File: src/rtl/timestamp_pkg.sv
// Shared defaults and helpers for the timestamp capture block.
//   DEF_CNT_W   : default upstream counter width
//   DEF_EPOCH_W : default overflow (epoch) counter width
//   DEF_DEPTH   : default timestamp FIFO depth (power of two, >= 2)
//   DROP_W      : width of the dropped-event counter
//   DROP_MAX    : value at which the dropped-event counter saturates
package timestamp_pkg;

  localparam int unsigned DEF_CNT_W   = 16;
  localparam int unsigned DEF_EPOCH_W = 8;
  localparam int unsigned DEF_DEPTH   = 4;
  localparam int unsigned DROP_W      = 8;

  localparam logic [DROP_W-1:0] DROP_MAX = {DROP_W{1'b1}};

  // Increment that sticks at DROP_MAX instead of wrapping.
  function automatic logic [DROP_W-1:0] sat_inc(input logic [DROP_W-1:0] v);
    return (v == DROP_MAX) ? v : v + DROP_W'(1);
  endfunction

endpackage : timestamp_pkg

File: src/rtl/sync_fifo.sv
// Single-clock first-word-fall-through FIFO with a registered head.
//   clk, rst_n : clock, synchronous active-low reset
//   push       : write request (ignored when full unless a pop happens too)
//   push_data  : entry to write
//   pop        : read request (ignored when empty)
//   full       : DEPTH entries held (registered)
//   empty      : no entries held (registered)
//   head       : oldest entry, valid while empty=0 (registered, 0 after reset)
module sync_fifo #(
  parameter int unsigned WIDTH = 8,
  parameter int unsigned DEPTH = 4
) (
  input  logic             clk,
  input  logic             rst_n,
  input  logic             push,
  input  logic [WIDTH-1:0] push_data,
  input  logic             pop,
  output logic             full,
  output logic             empty,
  output logic [WIDTH-1:0] head
);

  localparam int unsigned PTR_W = (DEPTH > 1) ? $clog2(DEPTH) : 1;
  localparam int unsigned LVL_W = PTR_W + 1;

  logic [WIDTH-1:0] mem [DEPTH];
  logic [PTR_W-1:0] rd_ptr;
  logic [PTR_W-1:0] wr_ptr;
  logic [PTR_W-1:0] rd_ptr_inc;
  logic [LVL_W-1:0] level;
  logic [LVL_W-1:0] level_nxt;
  logic [WIDTH-1:0] head_nxt;
  logic             do_push;
  logic             do_pop;

  // A full FIFO still accepts a write when the head leaves in the same cycle.
  always_comb begin
    do_pop     = pop & ~empty;
    do_push    = push & (~full | do_pop);
    rd_ptr_inc = rd_ptr + PTR_W'(1);
  end

  // Occupancy after this cycle.
  always_comb begin
    level_nxt = level;
    case ({do_push, do_pop})
      2'b10:   level_nxt = level + LVL_W'(1);
      2'b01:   level_nxt = level - LVL_W'(1);
      default: level_nxt = level;
    endcase
  end

  // Head after this cycle: next stored entry on pop, or the incoming word
  // when it becomes the only entry.
  always_comb begin
    head_nxt = head;
    if (do_pop) begin
      if (level > LVL_W'(1)) begin
        head_nxt = mem[rd_ptr_inc];
      end else if (do_push) begin
        head_nxt = push_data;
      end
    end else if (empty && do_push) begin
      head_nxt = push_data;
    end
  end

  // Storage array; contents are only observed through head, so no reset.
  always_ff @(posedge clk) begin
    if (do_push) begin
      mem[wr_ptr] <= push_data;
    end
  end

  // Pointers, occupancy, flags and head register.
  always_ff @(posedge clk) begin
    if (!rst_n) begin
      rd_ptr <= '0;
      wr_ptr <= '0;
      level  <= '0;
      full   <= 1'b0;
      empty  <= 1'b1;
      head   <= '0;
    end else begin
      if (do_push) begin
        wr_ptr <= wr_ptr + PTR_W'(1);
      end
      if (do_pop) begin
        rd_ptr <= rd_ptr_inc;
      end
      level <= level_nxt;
      full  <= (level_nxt == LVL_W'(DEPTH));
      empty <= (level_nxt == '0);
      head  <= head_nxt;
    end
  end

endmodule : sync_fifo

File: src/rtl/timestamp_capture.sv
// Captures {epoch, count} on each rising edge of evt_in into a FWFT FIFO.
//   clk, rst_n : clock, synchronous active-low reset
//   count      : upstream free-running counter value
//   overflow   : high while count is all-ones (counter wraps next cycle)
//   evt_in     : event strobe; a rising edge requests one capture
//   ts_valid   : FIFO head holds a timestamp
//   ts_ready   : consumer takes the head when ts_valid & ts_ready
//   ts_data    : {epoch, count} of the head entry
//   fifo_full  : FIFO holds DEPTH entries
//   drop_cnt   : events lost to a full FIFO, saturating
module timestamp_capture
  import timestamp_pkg::*;
#(
  parameter int unsigned CNT_W   = DEF_CNT_W,
  parameter int unsigned EPOCH_W = DEF_EPOCH_W,
  parameter int unsigned DEPTH   = DEF_DEPTH
) (
  input  logic                     clk,
  input  logic                     rst_n,
  input  logic [CNT_W-1:0]         count,
  input  logic                     overflow,
  input  logic                     evt_in,
  output logic                     ts_valid,
  input  logic                     ts_ready,
  output logic [EPOCH_W+CNT_W-1:0] ts_data,
  output logic                     fifo_full,
  output logic [DROP_W-1:0]        drop_cnt
);

  localparam int unsigned TS_W = EPOCH_W + CNT_W;

  logic               evt_q;
  logic               evt_edge;
  logic [EPOCH_W-1:0] epoch;
  logic [TS_W-1:0]    capture;
  logic               fifo_empty;
  logic               fifo_pop;
  logic               drop;

  // Capture uses the epoch held this cycle, before any overflow increment.
  always_comb begin
    evt_edge = evt_in & ~evt_q;
    capture  = {epoch, count};
    fifo_pop = ~fifo_empty & ts_ready;
    drop     = evt_edge & fifo_full & ~fifo_pop;
  end

  // Edge detector history; cleared by reset so a high level right after
  // release is seen as a new event.
  always_ff @(posedge clk) begin
    if (!rst_n) begin
      evt_q <= 1'b0;
    end else begin
      evt_q <= evt_in;
    end
  end

  // Epoch advances once per counter wrap, wrapping silently.
  always_ff @(posedge clk) begin
    if (!rst_n) begin
      epoch <= '0;
    end else if (overflow) begin
      epoch <= epoch + EPOCH_W'(1);
    end
  end

  // Lost-event counter.
  always_ff @(posedge clk) begin
    if (!rst_n) begin
      drop_cnt <= '0;
    end else if (drop) begin
      drop_cnt <= sat_inc(drop_cnt);
    end
  end

  sync_fifo #(
    .WIDTH (TS_W),
    .DEPTH (DEPTH)
  ) u_fifo (
    .clk       (clk),
    .rst_n     (rst_n),
    .push      (evt_edge),
    .push_data (capture),
    .pop       (ts_ready),
    .full      (fifo_full),
    .empty     (fifo_empty),
    .head      (ts_data)
  );

  assign ts_valid = ~fifo_empty;

endmodule : timestamp_capture
File: config.mk
export PLATFORM = sky130hd
export DESIGN_NAME = timestamp_capture
export DESIGN_NICKNAME = d
export VERILOG_FILES = /design/src/rtl/timestamp_pkg.sv /design/src/rtl/sync_fifo.sv /design/src/rtl/timestamp_capture.sv
export SDC_FILE = /design/constraint.sdc
export NUM_CORES = 1
export LEC_CHECK = 0
export CAP_MARGIN = 30
export CELL_PAD_IN_SITES_DETAIL_PLACEMENT = 1
export CELL_PAD_IN_SITES_GLOBAL_PLACEMENT = 1
export CORE_ASPECT_RATIO = 2
export CORE_UTILIZATION = 43
export DETAILED_ROUTE_END_ITERATION = 10
export PLACE_DENSITY = 0.75
export SLEW_MARGIN = 20
export SYNTH_ARGS = -nofsm -noshare
export SYNTH_HDL_FRONTEND = slang
export SYNTH_SLANG_ARGS = --single-unit
File: constraint.sdc
create_clock -name clk -period 2.97 [get_ports clk]
set_input_delay 0.7425 -clock clk [delete_from_list [all_inputs] [get_ports clk]]
set_output_delay 0.7425 -clock clk [all_outputs]
set_load 0.005 [all_outputs]
==> results of run 1 <==
## where the power goes
group	internal [mW]	total [mW]	switching, mW	leakage (nW)
sequential	2.25	2.30	0.0476	1.31
clock	1.43	2.25	0.828	0.297
combinational	0.193	0.405	0.212	0.868
total	3.87	4.96	1.09	2.48
## cell usage after synthesis (2+ instances only)
cell type | instances | share of area
or4_1 | 2 | 0.0026
nand3_1 | 5 | 0.0043
ha_1 | 12 | 0.026
nand4_1 | 5 | 0.0054
or3_1 | 3 | 0.0032
mux4_2 | 24 | 0.093
buf_2 | 3 | 0.0026
buf_1 | 2 | 0.0013
inv_1 | 7 | 0.0045
o21ai_0 | 29 | 0.025
mux2i_1 | 4 | 0.0069
and2_1 | 7 | 0.0075
nor3_1 | 2 | 0.0017
edfxtp_1 | 96 | 0.49
xor2_1 | 6 | 0.0090
o31ai_1 | 2 | 0.0026
dfxtp_1 | 50 | 0.17
mux2_2 | 2 | 0.0039
a31oi_1 | 26 | 0.028
buf_6 | 3 | 0.0058
nand2_1 | 56 | 0.036
o21a_1 | 2 | 0.0026
nor2_1 | 19 | 0.012
a21oi_1 | 7 | 0.0060
xnor2_1 | 3 | 0.0045
buf_4 | 2 | 0.0026
clkbuf_1 | 12 | 0.0077
## final cells by class
class | instances | area (µm²) | area share
sequential | 146 | 3880 | 0.532
tap | 152 | 190 | 0.0260
clock inverter | 13 | 183 | 0.0250
multi-input combinational | 232 | 1800 | 0.247
clock buffer | 19 | 443 | 0.0606
inverter | 8 | 30.0 | 0.00411
timing repair buffer | 74 | 773 | 0.106
## metrics by stage
stage / area, µm² / utilization / cells
finish: 7310 / 0.556 / 644
global route: 7310 / 0.556 / 644
CTS: 7310 / 0.556 / 644
detailed placement: 6680 / 0.509 / 612
global placement: 6660 / 0.506 / 611
floorplan: 5830 / - / 409
## metal layers
layer	track usage	up-vias	routed length (µm)
li1	-	1690	-
met1	0.217	1914	5170
met2	0.395	70	7810
met3	0.0456	29	361
met4	0.0960	0	420
met5	0	-	0
## final timing paths
path,startpoint,endpoint,slack [ns]
setup reg to reg,u_fifo.empty,u_fifo.empty,0.78
setup / recovery,ts_ready,u_fifo.empty,0.36
hold / removal,u_fifo.head[6],u_fifo.head[6],0.47
hold reg to reg,u_fifo.head[6],u_fifo.head[6],0.47
## cells by family after synthesis
logic type      after synthesis
compound gates               76
flops                       146
simple gates                105
xor+xnor                      9
mux                          30
fa+ha+maj                    12
buf+inv                      31
## flip-flops by register name, summed over array words and instances (netlist names)
name	flops
drop_cnt	8
epoch	8
evt_q	1
u_fifo.empty	1
u_fifo.full	1
u_fifo.head	24
u_fifo.level	3
u_fifo.mem	96
u_fifo.rd_ptr	2
u_fifo.wr_ptr	2
## critical path: stages
cell	delay, ns
clkdlybuf4s50_1	0.47
or2b_2	0.31
a21oi_2	0.16
inv_1	0.07
ha_1	0.30
nor2_1	0.07
mux2_2	0.27
a221o_1	0.36
o21ai_0	0.20
==> results.txt, run 1 <==
pre-CTS WS: -0.0822 ns
CORE AREA: 13100 µm²
Slew HR: 0.476
Compound-Gate Fraction of Synth Area: 0.0816
H-tree Lvls: 4
Avg Synthesized Cell Area: 14.2 µm²
largest net degree at the start of global routing: 29
Cells after Synth: 409
Layout area overhead: 25.4%
final wirelength: 13800 µm
DR iter-0 viols: 180
worst hold slack: 0.473 ns
Ant. Diodes: 0
Yosys cell types: 45
final setup vio count: 0
Initial Utilization: 0.444
Slew @ Worst Pin: 0.786 ns
first-pass GRT wire length: 21700 µm
most frequent cells in the layout: edfxtp_1 (96), nand2_1 (56), clkdlybuf4s50_1 (54), dfxtp_1 (49), o21ai_0 (29)
Total GRT Usage: 0.210
commonest non-fill, non-tap cell in the layout: edfxtp_1
fin. max-slew vios: 0
clock root buffer: clkbuf_16
overall power: 4.96 mW
static leakage: 2.48 nW
vias: 3703
Min Clock Period, post-route: 2.61 ns
Final Cycle Share: 0.880
Clock Skews: 0.00902 ns
vias in the first global route: 4008
Fillers: 1289
simple-gate share of the synthesized area: 0.0833
sequential-to-total area share from yosys stat: 0.666
total congestion overflow: 0
drt wl/cell: 21.4 µm
DR vias/cell: 5.75
syn_nets: 442
hold_buf cts: 0
Async SR Flop Fraction: 0
Critical Path RT: 3.30 ns
Post-synth EDFFs: 96
crit path kind: input pin to flop
Setup Fix Bufs, Post-CTS: 0
Reg2Reg Depth: 8
RSZ-0062 raised after global routing: false
nets: 512
Num Clock Sinks: 146
maximum clock frequency: 383 MHz
Post-route DRC: 8
Die Span X: 84.3 µm
main flop type after synthesis: edfxtp_1
Setup crit start kind: input pin
Critical Path Sink Type: flop
xor/xnor share of the synthesized area: 0.0135
CTS tree: built
VDD IR max: 0.416 mV
synth warn: 0
mux cell area share after synthesis: 0.103
combinational family with the most area after synthesis: multiplexers
min-delay worst type: flop to flop
Arr. time, crit path: 2.94 ns
final hold vios: 0
RD Place Congestion: 0.719
Post-Synth Adder-Cell Area: 0.0258
die area: 14100 µm²
clock latency on the worst-skew pair: 0.42 ns
row count: 59
antenna violations before repair: 0
TritonRoute pass-1 iters: 9
port bufs: 54
max_cap viols: 0
hold path depth: 2
violated checks: DRC
post-cts resize count: 0
CTS Buf Count: 17
final worst slack: 0.356 ns
status: complete, but fails checks
CP max FO: 3
DP HPWL: 8370 µm
ANT nets after route: 0
fraction of layout cells with a size suffix above 1: 0.171
flops & latches, synth: 146
Power Density: 679 nW/µm²
post-route setup TNS: 0 ns
IO Pins: 55
Die Ht: 167 µm
synthesized cell area: 5830 µm²
clock transition at the registers of the reported paths: 0.06 ns
clock buffer depth: 2
(Power assumes the default switching activity.)
==> run 2: changes to the inputs <==
--- a/config.mk
+++ b/config.mk
@@ -9,8 +9,10 @@
 export CELL_PAD_IN_SITES_DETAIL_PLACEMENT = 1
 export CELL_PAD_IN_SITES_GLOBAL_PLACEMENT = 1
 export CORE_ASPECT_RATIO = 2
+export CORE_MARGIN = 2
 export CORE_UTILIZATION = 43
 export DETAILED_ROUTE_END_ITERATION = 10
+export HOLD_SLACK_MARGIN = 0.03
 export PLACE_DENSITY = 0.75
 export SLEW_MARGIN = 20
 export SYNTH_ARGS = -nofsm -noshare
==> run 2 against run 1 <==
  * The run now ends clean
  * Final cell count up 0.62%
  * Combinational power is essentially flat
  * Routed wire length is 5.9% lower
  * Utilization decreased by 1.0 points
  * Worst hold slack got worse by 0.0062 ns
  * Maximum frequency is 0.88% lower
  * Critical path type unchanged
  * Critical endpoint is now u_fifo.level[2]
  * Highest routed layer unchanged
==> results.txt, run 2 (same netlist as run 1, synthesis figures left out) <==
hold_buf cts: 0
clock root buffer: clkbuf_16
Total GRT Usage: 0.191
TritonRoute pass-1 iters: 4
Final Non-Filler Cells: 648
most frequent cells in the layout: edfxtp_1 (96), nand2_1 (56), clkdlybuf4s50_1 (54), dfxtp_1 (49), o21ai_0 (29)
clock transition at the registers of the reported paths: 0.06 ns
Setup crit start kind: input pin
Slew @ Worst Pin: 0.504 ns
clock power share: 0.448
IO Pins: 55
Final Cycle Share: 0.888
Largest register FFs: 96
Die Ht: 169 µm
Power Density: 671 nW/µm²
Reg2Reg Depth: 8
final setup vio count: 0
final hold vios: 0
Arr. time, crit path: 2.94 ns
static leakage: 2.47 nW
maximum clock frequency: 379 MHz
DR iter-0 viols: 270
first-pass GRT wire length: 20900 µm
max_cap viols: 0
Fillers: 1318
Net Sw Frac: 0.227
Sequential Area: 3880 µm²
DP HPWL: 8440 µm
Layout area overhead: 25.1%
RSZ-0062 raised after global routing: false
post-route setup TNS: 0 ns
Num Clock Sinks: 146
Clock Skews: 0.00945 ns
clock buffer depth: 2
area of the multi-input gates: 1800 µm²
fraction of layout cells with a size suffix above 1: 0.174
post-cts resize count: 0
status: completed
H-tree Lvls: 4
total congestion overflow: 0
Logic pwr share: 0.083
Critical Path RT: 3.27 ns
antenna violations before repair: 0
CTS tree: built
nets: 514
Slew HR: 0.663
Ant. Diodes: 0
Die Span X: 86.3 µm
Min Clock Period, post-route: 2.64 ns
final wirelength: 12900 µm
vias: 3620
vias in the first global route: 3917
die area: 14600 µm²
port bufs: 54
CTS Buf Count: 17
worst hold slack: 0.466 ns
Post-route DRC: 0
Critical Path Sink Type: flop
CP max FO: 3
Inst Count DP: 617
switching pwr: 1.11 mW
crit path kind: input pin to flop
RD Place Congestion: 0.782
VDD IR max: 0.475 mV
largest net degree at the start of global routing: 34
Most flops, register: u_fifo.mem
commonest non-fill, non-tap cell in the layout: edfxtp_1
DR vias/cell: 5.59
drt wl/cell: 20.0 µm
Setup Fix Bufs, Post-CTS: 0
Flop pwr share: 0.470
overall power: 4.89 mW
hold path depth: 2
final worst slack: 0.333 ns
fin. max-slew vios: 0
Initial Utilization: 0.436
Regs by FF count: u_fifo.mem x96, u_fifo.head x24
ANT nets after route: 0
clock latency on the worst-skew pair: 0.41 ns
pre-CTS WS: -0.0782 ns
min-delay worst type: flop to flop
row count: 60
CORE AREA: 13400 µm²
Pint: 3.78 mW
run 2: final timing paths:
check	startpoint	endpoint	slack, ns
worst max-delay path	ts_ready	u_fifo.level[2]	0.33
worst min-delay path	u_fifo.head[8]	u_fifo.head[8]	0.47
worst max register to register	u_fifo.empty	u_fifo.level[2]	0.78
worst min register to register	u_fifo.head[8]	u_fifo.head[8]	0.47
run 2: power by group through the flow:
stage / Combinational, mW / Sequential [mW] / Clock [mW]
2_1_floorplan: 0.214 / 2.33 / 0
3_5_place_dp: 0.411 / 2.34 / 0
4_1_cts: 0.414 / 2.30 / 2.23
5_1_grt: 0.444 / 2.31 / 2.30
6_report: 0.406 / 2.30 / 2.19
3_3_place_gp: 0.393 / 2.33 / 0
run 2: metal layers:
metal	up-vias	share of wire	GRT usage
li1	1679	-	-
met4	0	0.020	0.0734
met5	-	0	0
met3	16	0.029	0.0390
met2	68	0.57	0.345
met1	1857	0.38	0.218
run 2: cell type report:
cell class	count	area share
clock inverter	13	0.0239
timing repair buffer	76	0.106
inverter	8	0.00412
sequential	146	0.533
multi-input combinational	232	0.247
tap	155	0.0266
clock buffer	18	0.0589
run 2: critical path, cell delays in order:
cell	delay (ns)
clkdlybuf4s50_1	0.47
or2b_2	0.31
a21oi_2	0.15
inv_1	0.08
ha_1	0.31
nor2_1	0.06
mux2_2	0.26
a221o_1	0.39
and2_1	0.17
run 2: stage by stage:
stage	area [µm²]	utilization
floorplan	5830	-
global placement	6660	0.499
detailed placement	6690	0.501
CTS	7290	0.546
global route	7290	0.546
finish	7290	0.546
==> run 3: changes to the inputs <==
--- a/config.mk
+++ b/config.mk
@@ -9,11 +9,12 @@
 export CELL_PAD_IN_SITES_DETAIL_PLACEMENT = 1
 export CELL_PAD_IN_SITES_GLOBAL_PLACEMENT = 1
 export CORE_ASPECT_RATIO = 2
-export CORE_MARGIN = 2
+export CORE_MARGIN = 10
 export CORE_UTILIZATION = 43
 export DETAILED_ROUTE_END_ITERATION = 10
+export GPL_ROUTABILITY_DRIVEN = 0
 export HOLD_SLACK_MARGIN = 0.03
-export PLACE_DENSITY = 0.75
+export PLACE_DENSITY_LB_ADDON = 0.1
 export SLEW_MARGIN = 20
 export SYNTH_ARGS = -nofsm -noshare
 export SYNTH_HDL_FRONTEND = slang
==> run 3 against run 2 <==
  * Via count increased by 0.19%
  * Critical path type unchanged
  * Critical endpoint unchanged
  * Clock power increased by 2%
  * Final cell count increased by 0.15%
  * Sequential share of layout area decreased by 0.11 points
  * Setup slack got worse by 0.021 ns
  * Non-clock buffer count unchanged
==> results.txt, run 3 (same netlist as run 1, synthesis figures left out) <==
status: completed
Num Clock Sinks: 146
Final Cycle Share: 0.895
Clock Skews: 0.0118 ns
CORE AREA: 13400 µm²
DR iter-0 viols: 159
CP max FO: 3
Post-Layout Inst Area: 7310 µm²
Min Clock Period, post-route: 2.66 ns
pre-CTS WS: -0.113 ns
post-cts resize count: 0
min-delay worst type: flop to flop
worst hold slack: 0.467 ns
clock transition at the registers of the reported paths: 0.06 ns
Slew HR: 0.659
Critical Path Sink Type: flop
vias in the first global route: 4052
DR vias/cell: 5.59
Setup crit start kind: input pin
GRT met3 Usage: 0.0368
Arr. time, crit path: 2.96 ns
Setup Fix Bufs, Post-CTS: 0
maximum clock frequency: 376 MHz
vias: 3627
port bufs: 54
TritonRoute pass-1 iters: 4
hold_buf cts: 0
met2 Use GR: 0.283
Regs by FF count: u_fifo.mem x96, u_fifo.head x24
GRT busiest layer: met2
Die Ht: 185 µm
Largest register FFs: 96
VDD IR max: 0.404 mV
max_cap viols: 0
most frequent cells in the layout: edfxtp_1 (96), nand2_1 (56), clkdlybuf4s50_1 (54), dfxtp_1 (49), o21ai_0 (29)
final wirelength: 13500 µm
first-pass GRT wire length: 21800 µm
H-tree Lvls: 4
fraction of layout cells with a size suffix above 1: 0.172
clock root buffer: clkbuf_16
RSZ-0062 raised after global routing: false
Total GRT Usage: 0.154
Ant. Diodes: 0
largest net degree at the start of global routing: 32
crit path kind: input pin to flop
Critical Path RT: 3.28 ns
Die Span X: 102 µm
row count: 60
static leakage: 2.49 nW
die area: 18900 µm²
Layout area overhead: 25.4%
nets: 514
overall power: 4.94 mW
IO Pins: 55
ANT nets after route: 0
final hold vios: 0
CTS tree: built
clock latency on the worst-skew pair: 0.42 ns
DP Area: 6690 µm²
fin. max-slew vios: 0
Post-route DRC: 0
Most flops, register: u_fifo.mem
total congestion overflow: 0
M1 GR Usage: 0.159
commonest non-fill, non-tap cell in the layout: edfxtp_1
clock buffer depth: 2
Reg2Reg Setup Slack: 0.76 ns
Slew @ Worst Pin: 0.509 ns
Power Density: 676 nW/µm²
Initial Utilization: 0.436
DP HPWL: 8760 µm
antenna violations before repair: 0
CTS Buf Count: 17
drt wl/cell: 20.9 µm
final setup vio count: 0
final worst slack: 0.312 ns
==> run 3: final timing paths <==
| kind | end | cells past startpoint | from |
|---|---|---|---|
| max | u_fifo.level[2] | 9 | ts_ready |
| min | u_fifo.head[13] | 2 | u_fifo.head[13] |
| max reg2reg | u_fifo.level[2] | 8 | u_fifo.empty |
| min reg2reg | u_fifo.head[13] | 2 | u_fifo.head[13] |
==> run 3: power by group <==
group	switching, mW	internal (mW)	total, mW
Sequential	0.0436	2.25	2.30
Clock	0.830	1.41	2.24
Combinational	0.212	0.193	0.405
Total	1.08	3.86	4.94
==> run 3: worst max-delay path, cell delays in order <==
cell	delay [ns]
clkdlybuf4s50_1	0.48
or2b_2	0.32
a21oi_2	0.17
inv_1	0.08
ha_1	0.30
nor2_1	0.06
mux2_2	0.27
a221o_1	0.37
and2_1	0.16
==> run 3: metrics by stage <==
step	utilization	std cells	TNS, ns
2_1_floorplan	-	409	0
3_3_place_gp	0.499	616	-0.0592
3_5_place_dp	0.501	617	-0.301
4_1_cts	0.547	649	0
5_1_grt	0.547	649	0
6_report	0.547	649	0
==> run 3: final cells by class <==
class                   instances  area [µm²]
repair buffers                 76         776
multi-input cells             232        1800
clock buffers                  20         437
inverters                       8        30.0
well taps                     155         194
clock inverters                12         181
flip-flops and latches        146        3880
fillers                      1330        6060
==> run 3: metal layers <==
layer,routed length [µm],vias up
li1,-,1685
met4,245,0
met2,7770,70
met5,0,-
met3,498,18
met1,5030,1854
==> RTL edit: new RTL, config.mk and constraints of run 1 <==
Set the package constant `DEF_CNT_W` to 14 (it was 16).
--- a/src/rtl/timestamp_pkg.sv
+++ b/src/rtl/timestamp_pkg.sv
@@ -7,5 +7,5 @@
 package timestamp_pkg;
 
-  localparam int unsigned DEF_CNT_W   = 16;
+  localparam int unsigned DEF_CNT_W   = 14;
   localparam int unsigned DEF_EPOCH_W = 8;
   localparam int unsigned DEF_DEPTH   = 4;
Ports: changed (resized count and ts_data); port bits go from 55 to 51. No check against the original RTL was run, so the function may have changed too.
==> RTL edit against run 1 <==
Routed wire length decreased by 7.6%. Non-clock buffer count decreased by 12. Total power decreased by 11%. Design area decreased by 7.9%. Worst setup slack improved by 25 ps. Register-to-register slack improved by 60 ps. Clock power decreased by 12%. Sequential cell count decreased by 10. Count of clock-buffer cells in the layout decreased by 1. Area after synthesis decreased by 7.5%. Critical endpoint is now u_fifo.full.
==> RTL edit: results (changes against run 1) <==
----------------------------------------------------
[Placed design]
  HPWL Detailed ... 7.791 mm (was 8.371 mm)
  Port Buf Inserts ... 50 (was 54)
  Place WS ... -7.115 ps (was -82.16 ps)
  Placed cell count ... 575 (was 612)
  Global placer's final weighted congestion ... 0.7782 (was 0.7186)

[GRT]
  Global routing usage on met1 ... 22.78% (was 21.68%)
  GRT met2 Usage ... 39.92% (was 39.52%)
  Tot GR Track Use ... 21.73% (was 20.98%)
  Number of global-route vias before repair ... 3718 (was 4008)

[Layout]
  Share of post-route cells with drive strength above 1 ... 16.09% (was 17.07%)
  Registers with the most flip-flops ... u_fifo.mem x88, u_fifo.head x22 (was u_fifo.mem x96, u_fifo.head x24)

[Worst hold path]
  Hold endpoint ... u_fifo.head[9] (was u_fifo.head[6])
  Worst hold start ... u_fifo.head[9] (was u_fifo.head[6])

[Detailed routing]
  Via density ... 5.639 (was 5.750)
  Routed metal-1 wirelength ... 4.812 mm (was 5.167 mm)
  Met3 WL ... 363 um (was 361 um)
  Routed len/inst ... 20.94 um (was 21.36 um)
  Routed met2 length ... 7.251 mm (was 7.808 mm)

[Critical path]
  Peak per-stage delay on the critical path ... 530 ps (was 470 ps)
  R2r endpoint ... u_fifo.full (was u_fifo.empty)
  Arrival time at the worst endpoint ... 2950 ps (was 2940 ps)
  R2r setup slk ... 840 ps (was 780 ps)

[Yosys]
  List of most frequent post-synthesis cells ... 88 x sky130_fd_sc_hd__edfxtp_1, 53 x sky130_fd_sc_hd__nand2_1, 48 x sky130_fd_sc_hd__dfxtp_1, 27 x sky130_fd_sc_hd__o21ai_0 (was 96 x sky130_fd_sc_hd__edfxtp_1, 56 x sky130_fd_sc_hd__nand2_1, 50 x sky130_fd_sc_hd__dfxtp_1, 29 x sky130_fd_sc_hd__o21ai_0, 26 x sky130_fd_sc_hd__a31oi_1)
  Net count after synthesis ... 417 (was 442)
  Cell count after synthesis ... 386 (was 409)
  Number of synthesized flops with an enable pin ... 88 (was 96)

[Power]
  IR Drop Worst-Case VDD ... 0.4176 mV (was 0.4163 mV)

[STA]
  Worst clock skew on the final layout ... 9.168 ps (was 9.025 ps)

[Outcome]
  Result of the run ... finished, final reports clean (was finished, violations left)

----------------------------------------------------
[RTL edit: kinds of logic (layout without fill, tap and decap cells)]
kind of cell,after synthesis,after routing
buffers and inverters,32,106
DFF,136,136
AOI/OAI and AO/OA,75,75
and+or+nand+nor,97,97
xor gates and xnor gates,8,8
muxes,26,26
adders and majority gates,12,12
[RTL edit: power by group]
part / switching, mW / internal, mW / total (mW)
sequential: 0.0399 / 2.09 / 2.13
combinational: 0.171 / 0.149 / 0.320
clock: 0.810 / 1.17 / 1.98
[RTL edit: cell type report]
type	instances	area (um^2)	share of cell area, %
well taps	147	183.9	2.733
flip-flops and latches	136	3603	53.55
multi-input cells	218	1664	24.73
clock buffers	18	439.2	6.527
inverters	12	47.55	0.7066
repair buffers	62	665.6	9.892
clock inverters	14	125.1	1.859
